$ cat src/rtl/pipe_pkg.sv
// -----------------------------------------------------------------------------
// pipe_pkg
//   Shared types and constants for the pipeline-stage register slice.
//
//   skid_state_t : occupancy-encoded state of the 2-entry skid buffer
//                  (EMPTY=0, ONE=1, TWO=2). The encoding doubles as the
//                  occupancy count, so the state is visible to checkers
//                  through the occupancy output.
//   wb_payload_t : MEM/WB payload at the default datapath widths. Stages
//                  with non-default widths declare a local struct of the
//                  same field order.
//   ZERO_REG     : architectural $zero register index.
// -----------------------------------------------------------------------------
package pipe_pkg;

  localparam int PKG_DATA_W = 32;
  localparam int PKG_REG_W  = 5;
  localparam int ZERO_REG   = 0;

  typedef enum logic [1:0] {
    EMPTY = 2'd0,
    ONE   = 2'd1,
    TWO   = 2'd2
  } skid_state_t;

  typedef struct packed {
    logic                  mem_to_reg;
    logic                  reg_write;
    logic [PKG_DATA_W-1:0] read_data;
    logic [PKG_DATA_W-1:0] alu_result;
    logic [PKG_REG_W-1:0]  write_reg;
  } wb_payload_t;

endpackage

$ cat src/rtl/pipe_skid_buf.sv
// -----------------------------------------------------------------------------
// pipe_skid_buf
//   Generic 2-entry valid/ready skid buffer with flush.
//
//   Handshake: a transfer happens on a rising edge where valid and ready are
//   both high. inReady depends only on state (and reset), never on outReady,
//   so there is no combinational ready path through this stage. A producer
//   may hold inValid high across cycles until inReady is seen.
//
//   Ports
//     clk, rst   : clock; asynchronous active-high reset
//     inValid    : upstream offers inData
//     inReady    : buffer can take an entry (not full, not in reset)
//     inData     : payload offered by upstream
//     flush      : discard held entries and the entry offered this cycle
//     outValid   : head entry (outData) is valid
//     outReady   : downstream consumes the head this cycle
//     outData    : head payload; holds its last value when outValid is low
//     occupancy  : held entries 0..2; this is also the FSM state encoding
// -----------------------------------------------------------------------------
module pipe_skid_buf
  import pipe_pkg::*;
#(
  parameter int PAYLOAD_W = 8
) (
  input  logic                 clk,
  input  logic                 rst,
  input  logic                 inValid,
  output logic                 inReady,
  input  logic [PAYLOAD_W-1:0] inData,
  input  logic                 flush,
  output logic                 outValid,
  input  logic                 outReady,
  output logic [PAYLOAD_W-1:0] outData,
  output logic [1:0]           occupancy
);

  skid_state_t            stateQ;
  skid_state_t            curState;
  logic [PAYLOAD_W-1:0]   mainQ;   // head entry, always older than skidQ
  logic [PAYLOAD_W-1:0]   skidQ;
  logic                   accept;
  logic                   drain;

  // Unreachable encodings decode to EMPTY so the buffer self-recovers.
  always_comb begin
    curState = EMPTY;
    case (stateQ)
      EMPTY:   curState = EMPTY;
      ONE:     curState = ONE;
      TWO:     curState = TWO;
      default: curState = EMPTY;
    endcase
  end

  assign inReady   = !rst && (curState != TWO);
  assign outValid  = (curState != EMPTY);
  assign outData   = mainQ;
  assign occupancy = curState;

  assign accept = inValid && inReady && !flush;
  assign drain  = outValid && outReady;

  always_ff @(posedge clk or posedge rst) begin
    if (rst) begin
      stateQ <= EMPTY;
      mainQ  <= '0;
      skidQ  <= '0;
    end else if (flush) begin
      // A same-cycle drain has already been taken by downstream; payload
      // registers are left as they are.
      stateQ <= EMPTY;
    end else begin
      case (curState)
        EMPTY: begin
          if (accept) begin
            stateQ <= ONE;
            mainQ  <= inData;
          end
        end
        ONE: begin
          if (accept && drain) begin
            mainQ <= inData;
          end else if (accept) begin
            stateQ <= TWO;
            skidQ  <= inData;
          end else if (drain) begin
            stateQ <= EMPTY;
          end
        end
        TWO: begin
          if (drain) begin
            stateQ <= ONE;
            mainQ  <= skidQ;
          end
        end
        default: stateQ <= EMPTY;
      endcase
    end
  end

endmodule

$ cat src/rtl/mem_wb_skid.sv
// -----------------------------------------------------------------------------
// mem_wb_skid
//   MEM/WB pipeline stage register with valid/ready handshake and a 2-entry
//   skid buffer, so register-file write-back can stall without losing
//   in-flight results.
//
//   Ports
//     clk, rst                 : clock; asynchronous active-high reset
//     in_valid / in_ready      : upstream handshake (EX_MEM / data RAM)
//     in_mem_to_reg            : write-back source select (1 = memory)
//     in_reg_write             : entry writes the register file
//     in_read_data             : data-memory read value
//     in_alu_result            : ALU result / address
//     in_write_reg             : destination register index
//     flush                    : drop all held entries and the offered one
//     out_valid / out_ready    : downstream handshake (RF write port)
//     out_mem_to_reg, out_read_data, out_alu_result, out_write_reg
//                              : head entry fields
//     out_wb_data              : selected write-back value
//     out_reg_write            : gated RF write enable ($zero suppressed)
//     occupancy                : held entries 0..2
// -----------------------------------------------------------------------------
module mem_wb_skid
  import pipe_pkg::*;
#(
  parameter int DATA_W         = 32,
  parameter int REG_W          = 5,
  parameter bit ZERO_REG_GUARD = 1'b1
) (
  input  logic              clk,
  input  logic              rst,
  input  logic              in_valid,
  output logic              in_ready,
  input  logic              in_mem_to_reg,
  input  logic              in_reg_write,
  input  logic [DATA_W-1:0] in_read_data,
  input  logic [DATA_W-1:0] in_alu_result,
  input  logic [REG_W-1:0]  in_write_reg,
  input  logic              flush,
  output logic              out_valid,
  input  logic              out_ready,
  output logic              out_mem_to_reg,
  output logic [DATA_W-1:0] out_read_data,
  output logic [DATA_W-1:0] out_alu_result,
  output logic [REG_W-1:0]  out_write_reg,
  output logic [DATA_W-1:0] out_wb_data,
  output logic              out_reg_write,
  output logic [1:0]        occupancy
);

  // Same field order as pipe_pkg::wb_payload_t, sized by this instance.
  typedef struct packed {
    logic              mem_to_reg;
    logic              reg_write;
    logic [DATA_W-1:0] read_data;
    logic [DATA_W-1:0] alu_result;
    logic [REG_W-1:0]  write_reg;
  } payload_t;

  localparam int PAYLOAD_W = $bits(payload_t);

  payload_t inPayload;
  payload_t headPayload;
  logic     notZeroReg;

  assign inPayload.mem_to_reg = in_mem_to_reg;
  assign inPayload.reg_write  = in_reg_write;
  assign inPayload.read_data  = in_read_data;
  assign inPayload.alu_result = in_alu_result;
  assign inPayload.write_reg  = in_write_reg;

  pipe_skid_buf #(
    .PAYLOAD_W (PAYLOAD_W)
  ) u_buf (
    .clk       (clk),
    .rst       (rst),
    .inValid   (in_valid),
    .inReady   (in_ready),
    .inData    (inPayload),
    .flush     (flush),
    .outValid  (out_valid),
    .outReady  (out_ready),
    .outData   (headPayload),
    .occupancy (occupancy)
  );

  assign out_mem_to_reg = headPayload.mem_to_reg;
  assign out_read_data  = headPayload.read_data;
  assign out_alu_result = headPayload.alu_result;
  assign out_write_reg  = headPayload.write_reg;

  assign out_wb_data = headPayload.mem_to_reg ? headPayload.read_data
                                              : headPayload.alu_result;

  // Writes to $zero are architecturally discarded; suppress them here so
  // the forwarding unit never sees a bogus producer for register 0.
  assign notZeroReg    = ZERO_REG_GUARD ? (headPayload.write_reg != REG_W'(ZERO_REG))
                                        : 1'b1;
  assign out_reg_write = out_valid && headPayload.reg_write && notZeroReg;

endmodule

$ cat config.mk
export PLATFORM = sky130hd
export DESIGN_NAME = mem_wb_skid
export DESIGN_NICKNAME = d
export VERILOG_FILES = /design/src/rtl/pipe_pkg.sv /design/src/rtl/pipe_skid_buf.sv /design/src/rtl/mem_wb_skid.sv
export SDC_FILE = /design/constraint.sdc
export NUM_CORES = 1
export LEC_CHECK = 0
export ABC_AREA = 0
export BUFFER_PORTS_ARGS = -buffer_cell sky130_fd_sc_hd__buf_2
export CAP_MARGIN = 20
export CORE_AREA = 5 5 144 146
export CTS_CLUSTER_DIAMETER = 80
export DETAILED_ROUTE_END_ITERATION = 12
export DIE_AREA = 0 0 149 151
export GPL_TIMING_DRIVEN = 0
export PLACE_DENSITY_LB_ADDON = 0.12
export SYNTH_ARGS = -nofsm -noshare
export SYNTH_HDL_FRONTEND = slang
export SYNTH_SLANG_ARGS = --single-unit
$ cat constraint.sdc
create_clock -name clk -period 10.9 [get_ports clk]
set_clock_uncertainty 0.1 [all_clocks]
set_input_delay 0.545 -clock clk [delete_from_list [all_inputs] [get_ports clk]]
set_output_delay 0.545 -clock clk [all_outputs]
set_load 0.05 [all_outputs]
Word level (Yosys, flattened, before mapping)
Cells that the tools add are included.
{"block": "word_totals", "ff_bits": 144, "latchBits": 0, "ramBits": 0, "romBits": 0, "out_inout_bits": 107, "word_cells": 46, "n_memories": 0}
{"block": "classes", "add_sub_neg": 0, "n_mul": 0, "div_mod_pow": 0, "magnitude_cmp": 0, "eq_ne": 12, "shift": 0, "n_mux": 13, "bitwise": 2, "reduce_logical": 16}
{"op": "$mux W71", "n": 3}
{"op": "$pmux W71 S3", "n": 1}
{"op": "$mux W32", "n": 1}
{"op": "$mux W2", "n": 6}
{"op": "$reduce_and A4 Y1", "n": 2}
{"op": "$logic_and A1 B1 Y1", "n": 7}
{"op": "$ne A2 B1 Y1 const B", "n": 3}
{"op": "$ne A3 B2 Y1 const B", "n": 2}
{"op": "$pmux W2 S3", "n": 1}
{"op": "$reduce_and A5 Y1", "n": 1}
{"op": "$reduce_bool A5 Y1", "n": 1}
{"op": "$eq A2 B1 Y1 const B", "n": 2}
{"op": "$eq A2 B2 Y1 const B", "n": 2}
{"op": "$ne A4 B2 Y1 const B", "n": 1}
{"op": "$pmux W2 S2", "n": 1}
{"op": "$ne A3 B3 Y1 const B", "n": 1}
{"op": "$reduce_bool A3 Y1", "n": 1}
{"op": "$logic_not A1 Y1", "n": 2}
{"op": "$logic_not A2 Y1", "n": 1}
{"op": "$ne A2 B2 Y1 const B", "n": 1}
{"op": "$not A1 Y1", "n": 2}
{"op": "$reduce_bool A2 Y1", "n": 1}

Depth between registers and ports, before layout
Gate-level depths: netlist of the first run.
{"block": "depth", "word_depth": 10, "ltp_mapped": 8, "ltp_nobuf": 6}

Modules after synthesis
Synthesis of the first run repeated with hierarchy kept, for this count alone.
{"block": "unflattened", "hier_cells": 445, "hier_area_um2": 6839.1}
{"mod": "pipe_skid_buf", "instances": 1, "cells_per_inst": 407, "area_each_um2": 6421.2}
{"mod": "mem_wb_skid", "instances": 1, "cells_per_inst": 38, "area_each_um2": 417.9}

Worst setup path after synthesis of the first run
OpenSTA, ideal clock, no wires.
{"block": "synth_path", "path_type": "flip-flop to output port", "startpoint": "register u_buf.stateQ[0]", "endpoint": "output port in_ready", "arrival_time_ps": 1729, "required_ps": 10255, "setup_slack_ps": 8526, "path_stages_with_launch": 6, "path_cell_list": "dfrtp_1 > inv_1 > ha_1 > clkbuf_1 > clkbuf_1 > nor2_1"}
{"block": "synth_via", "elab_chain_len": 4, "elab_cells_between_ends": 5}
{"item": "start: declaration", "line": "pipe_skid_buf.sv:38", "text": "skid_state_t stateQ;"}
{"item": "start signal: assignment", "line": "pipe_skid_buf.sv:66", "text": "stateQ <= EMPTY;"}
{"item": "start signal: assignment", "line": "pipe_skid_buf.sv:72", "text": "stateQ <= EMPTY;"}
{"item": "start signal: assignment", "line": "pipe_skid_buf.sv:77", "text": "stateQ <= ONE;"}
{"item": "$eq A2 B2 Y1 / $eq A2 B1 Y1 (equally long branches)", "line": "pipe_skid_buf.sv:48", "text": "case (stateQ)"}
{"item": "$pmux W2 S2 *", "line": "pipe_skid_buf.sv:48"}
{"item": "$ne A2 B2 Y1 *", "line": "pipe_skid_buf.sv:56", "text": "assign inReady = !rst && (curState != TWO);"}
{"item": "$logic_and A1 B1 Y1 *", "line": "pipe_skid_buf.sv:56"}
{"item": "end: declaration", "line": "mem_wb_skid.sv:33", "text": "output logic in_ready,"}
Mark *: on every way between the ends. The rest lies on a longest branch, timed or not.

Worst setup path after layout of the first run
Ends and elaborated chain as after synthesis.

==> results of run 1 <==
-- cells by family after synthesis --
logic type                 count (synthesis)  synth area share
AOI/OAI and AO/OA                          5           0.00612
xor gates and xnor gates                   1           0.00116
adders and majority gates                  3           0.00496
buffers and inverters                    100            0.0999
DFF                                      144             0.476
muxes                                    246             0.401
and+or+nand+nor                           13            0.0108
-- flip-flops by register name, summed over array words and instances, names as in the netlist --
signal	count
u_buf.stateQ	2
u_buf.outData	71
u_buf.skidQ	71
-- how the worst max path moves through the flow --
stage	end	cells past startpoint	startpoint	slack, ps
final	in_ready	6	u_buf.stateQ[0]$_DFFE_PP0P_	7880
after global routing	in_ready	6	u_buf.stateQ[0]$_DFFE_PP0P_	7640
after CTS	in_ready	6	u_buf.stateQ[0]$_DFFE_PP0P_	7770
after detailed placement	u_buf.skidQ[66]$_DFFE_PP0P_	5	flush	8040
after global placement	u_buf.outData[56]$_DFFE_PP0P_	2	rst	4500
after floorplan	u_buf.outData[0]$_DFFE_PP0P_	1	rst	6390
-- layout make-up --
class | instances | area, µm² | share of cell area
clock inverter | 12 | 133 | 0.0141
multi-input combinational | 268 | 3210 | 0.340
sequential | 144 | 3600 | 0.382
inverter | 4 | 20.0 | 0.00212
tap | 265 | 332 | 0.0352
timing repair buffer | 183 | 938 | 0.0995
buffer | 96 | 741 | 0.0785
clock buffer | 20 | 457 | 0.0484
antenna | 1 | 2.50 | 0.000265
-- metrics by stage --
step	util	cell area, µm²
after floorplan	-	7560
after global placement	0.457	8810
after detailed placement	0.459	8840
after CTS	0.489	9430
after global routing	0.489	9430
final	0.489	9430
-- metal layers --
metal,up-vias,GRT usage,wire [µm],share of wire
li1,2151,-,-,-
met1,2303,0.195,7450,0.43
met2,119,0.261,8580,0.50
met3,15,0.0479,998,0.058
met4,4,0.0398,178,0.010
met5,-,0,27,0.0016
-- cells in the mapped netlist --
library cell,number,share of area
buf_12,7,0.019
nand2_1,1,0.00050
dfrtp_1,144,0.48
o22ai_1,1,0.00083
buf_1,6,0.0030
mux2i_1,1,0.0013
nand3b_1,1,0.00099
a22oi_1,1,0.00099
ha_1,3,0.0050
o311a_1,1,0.0013
buf_4,69,0.068
nand2b_1,3,0.0025
nor4b_1,1,0.0012
inv_1,4,0.0020
buf_6,1,0.0015
clkbuf_1,13,0.0065
or3_1,1,0.00083
mux2_4,70,0.14
o31ai_2,1,0.0017
nand3_1,1,0.00066
mux2_2,175,0.26
or4b_4,1,0.0018
o21ba_2,1,0.0013
nor2_1,3,0.0015
nor2b_1,1,0.00083
xnor2_1,1,0.0012
-- placed cells by master (no fill, tap or decap), types with 2 or more instances in the layout --
| cell type | instances |
|---|---|
| buf_2 | 182 |
| nor2_1 | 3 |
| inv_6 | 3 |
| clkbuf_16 | 17 |
| buf_1 | 6 |
| buf_12 | 7 |
| nand2b_1 | 3 |
| dfrtp_1 | 144 |
| clkbuf_8 | 2 |
| buf_4 | 69 |
| clkbuf_1 | 14 |
| clkinvlp_4 | 3 |
| inv_1 | 3 |
| mux2_2 | 175 |
| clkinv_4 | 2 |
| bufinv_16 | 2 |
| ha_1 | 3 |
| clkinv_2 | 3 |
| mux2_4 | 70 |
-- worst register-to-register path: cells and delay by family (launching register included) --
family	cells	cell delay, ps
fa+ha+maj	1	230
buf+inv	2	520
flops	1	360
mux	1	380
simple gates	2	1080
==> run_results.csv, run 1 <==
group,metric,value,unit
place,buffer_ports.inserted,182,
route,ant_nets,0,
route,drc,0,
sta,setup-violations-final,0,
place,place_inst,960,
critical_path,crit_buf_inv,4,
die,die_area,0.0225,mm²
route,drt_iter0_markers,110,
cells_and_area,fin_cells,993,
cells_and_area,layout-drive-gt1-share,0.743,
place,place.gp.congestion,0.776,
yosys,syn_nets,591,
global_route,grt_usage,0.155,
die,num_io_pins,183,
die,die_x,149,µm
sta,fin_hold_ws,196,ps
critical_path,max_stage_delay,530,ps
sta,fin_crit_sh,0.277,
yosys,syn-cell-area,0.00756,mm²
critical_path,cp-start-kind,"register",
critical_path,critical_path_class,"register to output pin",
job,drv_cap,0,
critical_path,crit_required,10260,ps
route,vias_per_cell,4.62,
yosys,synth_seq_area_share,0.476,
critical_path,path_cells,"inv_1 -> ha_1 -> clkbuf_1 -> clkbuf_1 -> nor2_1 -> buf_2",
clock_network,insertion_delay,410,ps
sta,slew_headroom,0.494,
yosys,synth.yosys.warnings,0,
global_route,grt_pass1_vias,5027,
clock_network,cts_resized,0,
critical_path,endpoint_kind,"output pin",
sta,fmax,331,MHz
critical_path,r2r_end,"u_buf.skidQ[48]$_DFFE_PP0P_",
place,dp_slack,8040,ps
clock_network,max-clock-path-buffers,2,
critical_path,slowest_stage,"clkbuf_1",
sta,min_period,3020,ps
sta,fin_ws,7880,ps
clock_network,cts_root_buffer,"clkbuf_16",
place,dpl.hpwl,12.5,mm
cells_and_area,nFillCells,1754,
route,wl_per_cell,17.4,µm
critical_path,regToRegSetupSlack,8110,ps
run_status,status,"complete, no violations",
clock_network,cts_setup_buffers,0,
global_route,antenna_found_initial,3,
yosys,syn_inst,512,
yosys,postSynthAreaPerCell,14.8,µm²
yosys,ys_ff_latch,144,
sta,worst_pin_slew,759,ps
sta,hold_violations,0,
critical_path,crit_top_cell,"clkbuf_1",
die,rows,51,
clock_network,cts_tree,"yes",
sta,setup_tns,0,ps
cells_and_area,areaGrowthSynthToFinish,24.7,%
sta,maxSlewViolCount,0,
global_route,grt_max_degree,76,
die,die_h,151,µm
critical_path,critPathMaxFanout,10,
cells_and_area,finalNetCount,793,
route,num_vias,4592,
yosys,ys_types,26,
worst_hold_path,hold_class,"input port to asynchronous set/reset pin",
route,drtPass1Iterations,4,
clock_network,hold_buffers,0,
global_route,gr-total-overflow,0,
critical_path,r2r-start,"u_buf.stateQ[0]$_DFFE_PP0P_",
critical_path,cp.arrival,2380,ps
sta,grt_setup_unrepaired,"false",
critical_path,r2r_cells,6,
clock_network,h-tree-depth,4,
global_route,grt_pass1_wl,26.9,mm
clock_network,numCtsBuffers,17,
die,initial_core_util,0.393,
critical_path,cpLargestDelayFamily,"buffers and inverters",
route,routed_wl,17.2,mm
die,coreArea,0.0193,mm²
clock_network,cts.clk_slew.worst_paths,60,ps
clock_network,clkSinkCount,144,
Power of run 1 is left out: the tool's default activity adds up to more than one toggle a clock period on the data nets, which glitch-free logic cannot reach.
==> run 2, diff against run 1 <==
==> constraint.sdc (replaced) <==
create_clock -name clk -period 2.45 [get_ports clk]
set_clock_uncertainty 0.1 [all_clocks]
set_input_delay 0.1225 -clock clk [delete_from_list [all_inputs] [get_ports clk]]
set_output_delay 0.1225 -clock clk [all_outputs]
set_load 0.05 [all_outputs]
==> run_results.csv, run 2 (synthesis gave the netlist of run 1 again) <==
group,metric,value,unit
run_status,status,"complete, no violations",
cells_and_area,areaGrowthSynthToFinish,36.1,%
die,die_area,0.0225,mm²
clock_network,clkSinkCount,144,
route,routed_wl,17.8,mm
route,drt_iter0_markers,88,
die,die_h,151,µm
power_and_ir_drop,power.density,1480,mW/mm²
cells_and_area,layout-drive-gt1-share,0.706,
clock_network,insertion_delay,410,ps
cells_and_area,final_cell_mix,"187 x buf_2, 175 x mux2_2, 144 x dfrtp_1",
global_route,grt_usage,0.163,
route,ant_nets,0,
sta,worst_pin_slew,600,ps
critical_path,path_cells,"ha_4 -> or4b_4 -> o31ai_4 -> nand3b_1 -> buf_12 -> buf_12 -> mux2_4",
die,num_io_pins,183,
cells_and_area,layout_commonest_cell,"buf_2",
critical_path,max_stage_delay,550,ps
sta,fin_hold_ws,136,ps
worst_hold_path,hold_class,"input port to register",
power_and_ir_drop,ir_drop,0.00113,V
sta,fin_crit_sh,0.972,
sta,maxSlewViolCount,0,
sta,setup-violations-final,0,
route,wl_per_cell,16.7,µm
cells_and_area,fin_util,0.534,
cells_and_area,fin_cells,1067,
place,place.gp.congestion,0.831,
die,coreArea,0.0193,mm²
sta,fin_ws,69.4,ps
critical_path,critical_path_class,"register to register",
global_route,grt_max_degree,43,
critical_path,cp.arrival,2570,ps
clock_network,cts.clk_slew.worst_paths,60,ps
critical_path,slowest_stage,"or4b_4",
clock_network,cts_tree,"yes",
route,drc,0,
clock_network,h-tree-depth,4,
power_and_ir_drop,power,15.3,mW
global_route,antenna_found_initial,0,
clock_network,numCtsBuffers,17,
place,buffer_ports.inserted,182,
die,initial_core_util,0.393,
cells_and_area,design_area,0.0103,mm²
place,dp_slack,-260,ps
route,num_vias,4837,
sta,fmax,420,MHz
route,vias_per_cell,4.53,
job,drv_cap,0,
place,dpl.hpwl,12.7,mm
route,drtPass1Iterations,4,
critical_path,cp-start-kind,"register",
sta,hold_violations,0,
sta,setup_tns,0,ps
clock_network,max-clock-path-buffers,2,
sta,slew_headroom,0.600,
die,die_x,149,µm
place,place_area,0.00889,mm²
place,place_inst,963,
global_route,grt_pass1_wl,28.7,mm
sta,grt_setup_unrepaired,"false",
cells_and_area,num_antenna_cells,0,
cells_and_area,finalNetCount,869,
global_route,grt_pass1_vias,5403,
power_and_ir_drop,cellLeakagePower,5.04,nW
die,rows,51,
critical_path,endpoint_kind,"register",
clock_network,cts_root_buffer,"clkbuf_16",
critical_path,critPathMaxFanout,10,
global_route,gr-total-overflow,0,
critical_path,crit_required,2640,ps
critical_path,crit_top_cell,"buf_12",
sta,min_period,2380,ps
run 2: path summary, 6_finish.rpt:
kind	startpoint	end	slack, ps	depth (start not counted)
setup / recovery	u_buf.stateQ[1]$_DFFE_PP0P_	u_buf.outData[47]$_DFFE_PP0P_	70	7
hold / removal	in_valid	u_buf.stateQ[1]$_DFFE_PP0P_	140	5
setup reg to reg	u_buf.stateQ[1]$_DFFE_PP0P_	u_buf.outData[47]$_DFFE_PP0P_	70	7
hold reg to reg	u_buf.skidQ[37]$_DFFE_PP0P_	u_buf.skidQ[37]$_DFFE_PP0P_	400	1
max in group asynchronous	rst	u_buf.outData[47]$_DFFE_PP0P_	1460	4
min in group asynchronous	rst	u_buf.stateQ[1]$_DFFE_PP0P_	220	3
run 2: metal layers:
layer | GRT usage | vias to the layer above | part of all wire | wire, µm
li1 | - | 2290 | - | -
met1 | 0.209 | 2416 | 0.45 | 7960
met2 | 0.272 | 117 | 0.49 | 8740
met3 | 0.0482 | 14 | 0.051 | 899
met4 | 0.0416 | 0 | 0.011 | 197
met5 | 0 | - | 0 | 0
run 2: repair_timing:
action                                 in CTS  in global routing
pin swaps                                   0                  2
hold buffers                               73                  0
buffers inserted                            0                  0
gates cloned                                0                  0
gates resized for setup                    16                 14
setup endpoints to repair                 169                100
endpoints found under the hold margin     199                  0
run 2: report_power, final:
group / switching [mW] / leakage [nW] / internal (mW) / total, mW
Combinational: 5.07 / 3.01 / 3.29 / 8.36
Sequential: 0.768 / 1.74 / 3.53 / 4.30
Clock: 0.974 / 0.290 / 1.63 / 2.60
run 2: critical path, delay by kind of cell, from the launching register on:
kind	cells	cell delay (ps)
adder cells (fa/ha/maj)	1	190
flip-flops	1	420
multiplexers	1	300
AO/OA/AOI/OAI	1	190
AND/OR/NAND/NOR	2	700
buffers and inverters	2	350
run 2: cell type report:
cell class                 instances  area (µm²)
buffer                            96         771
clock buffer                      22         494
clock inverter                     9         106
fill                            1701        8980
inverter                           4        18.8
multi-input combinational        268        3250
sequential                       144        3600
tap                              265         332
timing repair buffer             259        1720
Note: power is estimated with default switching activity, not from simulation.
==> run 3, diff against run 2 <==
--- a/config.mk
+++ b/config.mk
@@ -7,11 +7,11 @@
 export LEC_CHECK = 0
 export ABC_AREA = 0
 export BUFFER_PORTS_ARGS = -buffer_cell sky130_fd_sc_hd__buf_2
-export CAP_MARGIN = 20
-export CORE_AREA = 5 5 144 146
+export CAP_MARGIN = 15
+export CORE_AREA = 5 5 131 133
 export CTS_CLUSTER_DIAMETER = 80
 export DETAILED_ROUTE_END_ITERATION = 12
-export DIE_AREA = 0 0 149 151
+export DIE_AREA = 0 0 136 138
 export GPL_TIMING_DRIVEN = 0
 export PLACE_DENSITY_LB_ADDON = 0.12
 export SYNTH_ARGS = -nofsm -noshare
==> run_results.csv, run 3 (synthesis gave the netlist of run 1 again) <==
group,metric,value,unit
run_status,status,"complete, no violations",
place,place.gp.congestion,0.746,
cells_and_area,design_area,0.0103,mm²
critical_path,cp-start-kind,"register",
cells_and_area,num_antenna_cells,0,
clock_network,cts_root_buffer,"clkbuf_16",
critical_path,critPathMaxFanout,10,
global_route,antenna_found_initial,0,
die,rows,46,
global_route,gr-total-overflow,0,
cells_and_area,layout_commonest_cell,"buf_2",
job,drv_cap,0,
clock_network,max-clock-path-buffers,2,
critical_path,endpoint_kind,"register",
power_and_ir_drop,cellLeakagePower,5.08,nW
sta,hold_violations,0,
route,vias_per_cell,4.84,
critical_path,slowest_stage,"or4b_4",
critical_path,path_cells,"inv_1 -> ha_2 -> or4b_4 -> o31ai_2 -> nand3b_1 -> buf_12 -> buf_12 -> mux2_4",
sta,slew_headroom,0.446,
global_route,grt_max_degree,44,
global_route,grt_pass1_vias,5519,
route,num_vias,4929,
critical_path,crit_top_cell,"buf_12",
global_route,grt_usage,0.191,
clock_network,numCtsBuffers,17,
critical_path,cp.arrival,2580,ps
place,place_area,0.00881,mm²
global_route,grt_pass1_wl,28.5,mm
clock_network,h-tree-depth,4,
die,num_io_pins,183,
cells_and_area,fin_util,0.655,
die,initial_core_util,0.481,
sta,min_period,2380,ps
route,routed_wl,17.4,mm
cells_and_area,areaGrowthSynthToFinish,36.0,%
cells_and_area,finalNetCount,869,
route,ant_nets,0,
worst_hold_path,hold_class,"input port to register",
sta,maxSlewViolCount,0,
route,drtPass1Iterations,4,
cells_and_area,layout-drive-gt1-share,0.703,
cells_and_area,final_cell_mix,"188 x buf_2, 175 x mux2_2, 144 x dfrtp_1",
place,dpl.hpwl,12.1,mm
power_and_ir_drop,power.density,1530,mW/mm²
die,die_x,136,µm
clock_network,clkSinkCount,144,
sta,worst_pin_slew,830,ps
power_and_ir_drop,ir_drop,0.00105,V
critical_path,crit_buf_inv,3,
critical_path,max_stage_delay,540,ps
sta,setup-violations-final,0,
clock_network,cts.clk_slew.worst_paths,60,ps
die,die_h,138,µm
clock_network,insertion_delay,420,ps
route,drt_iter0_markers,120,
die,coreArea,0.0157,mm²
critical_path,regToRegSetupSlack,70,ps
die,die_area,0.0188,mm²
sta,fmax,419,MHz
place,buffer_ports.inserted,182,
sta,fin_crit_sh,0.973,
critical_path,crit_required,2650,ps
route,drc,0,
route,wl_per_cell,17.1,µm
clock_network,cts_tree,"yes",
critical_path,critical_path_class,"register to register",
critical_path,cpLargestDelayFamily,"simple AND/OR/NAND/NOR gates",
[run 3: cell types whose count changed in the layout (fill, tap and decap cells not counted), sizes merged]
| cell | delta |
|---|---|
| clkinv | -1 |
| bufinv | +5 |
| inv | +2 |
| clkbuf | -4 |
| clkinvlp | -2 |
[run 3: power by group]
| group | leakage (nW) | switching (mW) | internal, mW |
|---|---|---|---|
| Sequential | 1.74 | 0.790 | 3.53 |
| Combinational | 3.01 | 5.05 | 3.28 |
| Clock | 0.337 | 1.01 | 2.04 |
[run 3: routing by layer]
metal / GRT usage / routed length, µm
met1: 0.238 / 7590
met5: 0 / 0
met2: 0.328 / 8790
met4: 0.0610 / 271
met3: 0.0425 / 738
[run 3: through the flow]
step / instances / setup TNS [ps] / hold slack, ps / total power, mW / worst slack, ps
after CTS: 1017 / 0 / 99.2 / 15.8 / 11.4
final: 1018 / 0 / 110 / 15.7 / 66.2
after global routing: 1018 / -60.0 / 114 / 16.4 / -9.48
after floorplan: 512 / 0 / 173 / 11.0 / 201
after detailed placement: 913 / -27680 / 252 / 12.6 / -273
after global placement: 910 / -95780 / 268 / 12.4 / -580
[run 3: area by class of cell]
| cell class | instances | area (µm²) |
|---|---|---|
| clock inverters | 13 | 258 |
| inverters | 4 | 18.8 |
| repair buffers | 259 | 1710 |
| multi-input cells | 268 | 3220 |
| clock buffers | 18 | 439 |
| plain buffers | 96 | 772 |
| flip-flops and latches | 144 | 3600 |
| fillers | 1182 | 5420 |
| well taps | 216 | 270 |
[run 3: repair_timing]
item,CTS,global route
endpoints found under the setup margin,169,130
setup buffers,0,1
gates resized for setup,13,17
hold buffers,73,0
gates cloned,0,0
hold endpoints to repair,179,0
[run 3: worst register-to-register path: cells and delay by family, from the launching register on]
kind	cells	cell delay, ps
AOI/OAI and AO/OA	1	180
muxes	1	310
DFF	1	350
adders and majority gates	1	210
and+or+nand+nor	2	690
buffers and inverters	3	430
[run 3: path summary, 6_finish.rpt]
check / end / startpoint / depth (start not counted)
min in group asynchronous: u_buf.outData[6]$_DFFE_PP0P_ / rst / 3
setup reg to reg: u_buf.outData[55]$_DFFE_PP0P_ / u_buf.stateQ[0]$_DFFE_PP0P_ / 8
setup / recovery: u_buf.outData[55]$_DFFE_PP0P_ / u_buf.stateQ[0]$_DFFE_PP0P_ / 8
hold reg to reg: u_buf.skidQ[0]$_DFFE_PP0P_ / u_buf.skidQ[0]$_DFFE_PP0P_ / 1
max in group asynchronous: u_buf.outData[12]$_DFFE_PP0P_ / rst / 5
hold / removal: u_buf.stateQ[1]$_DFFE_PP0P_ / in_valid / 5
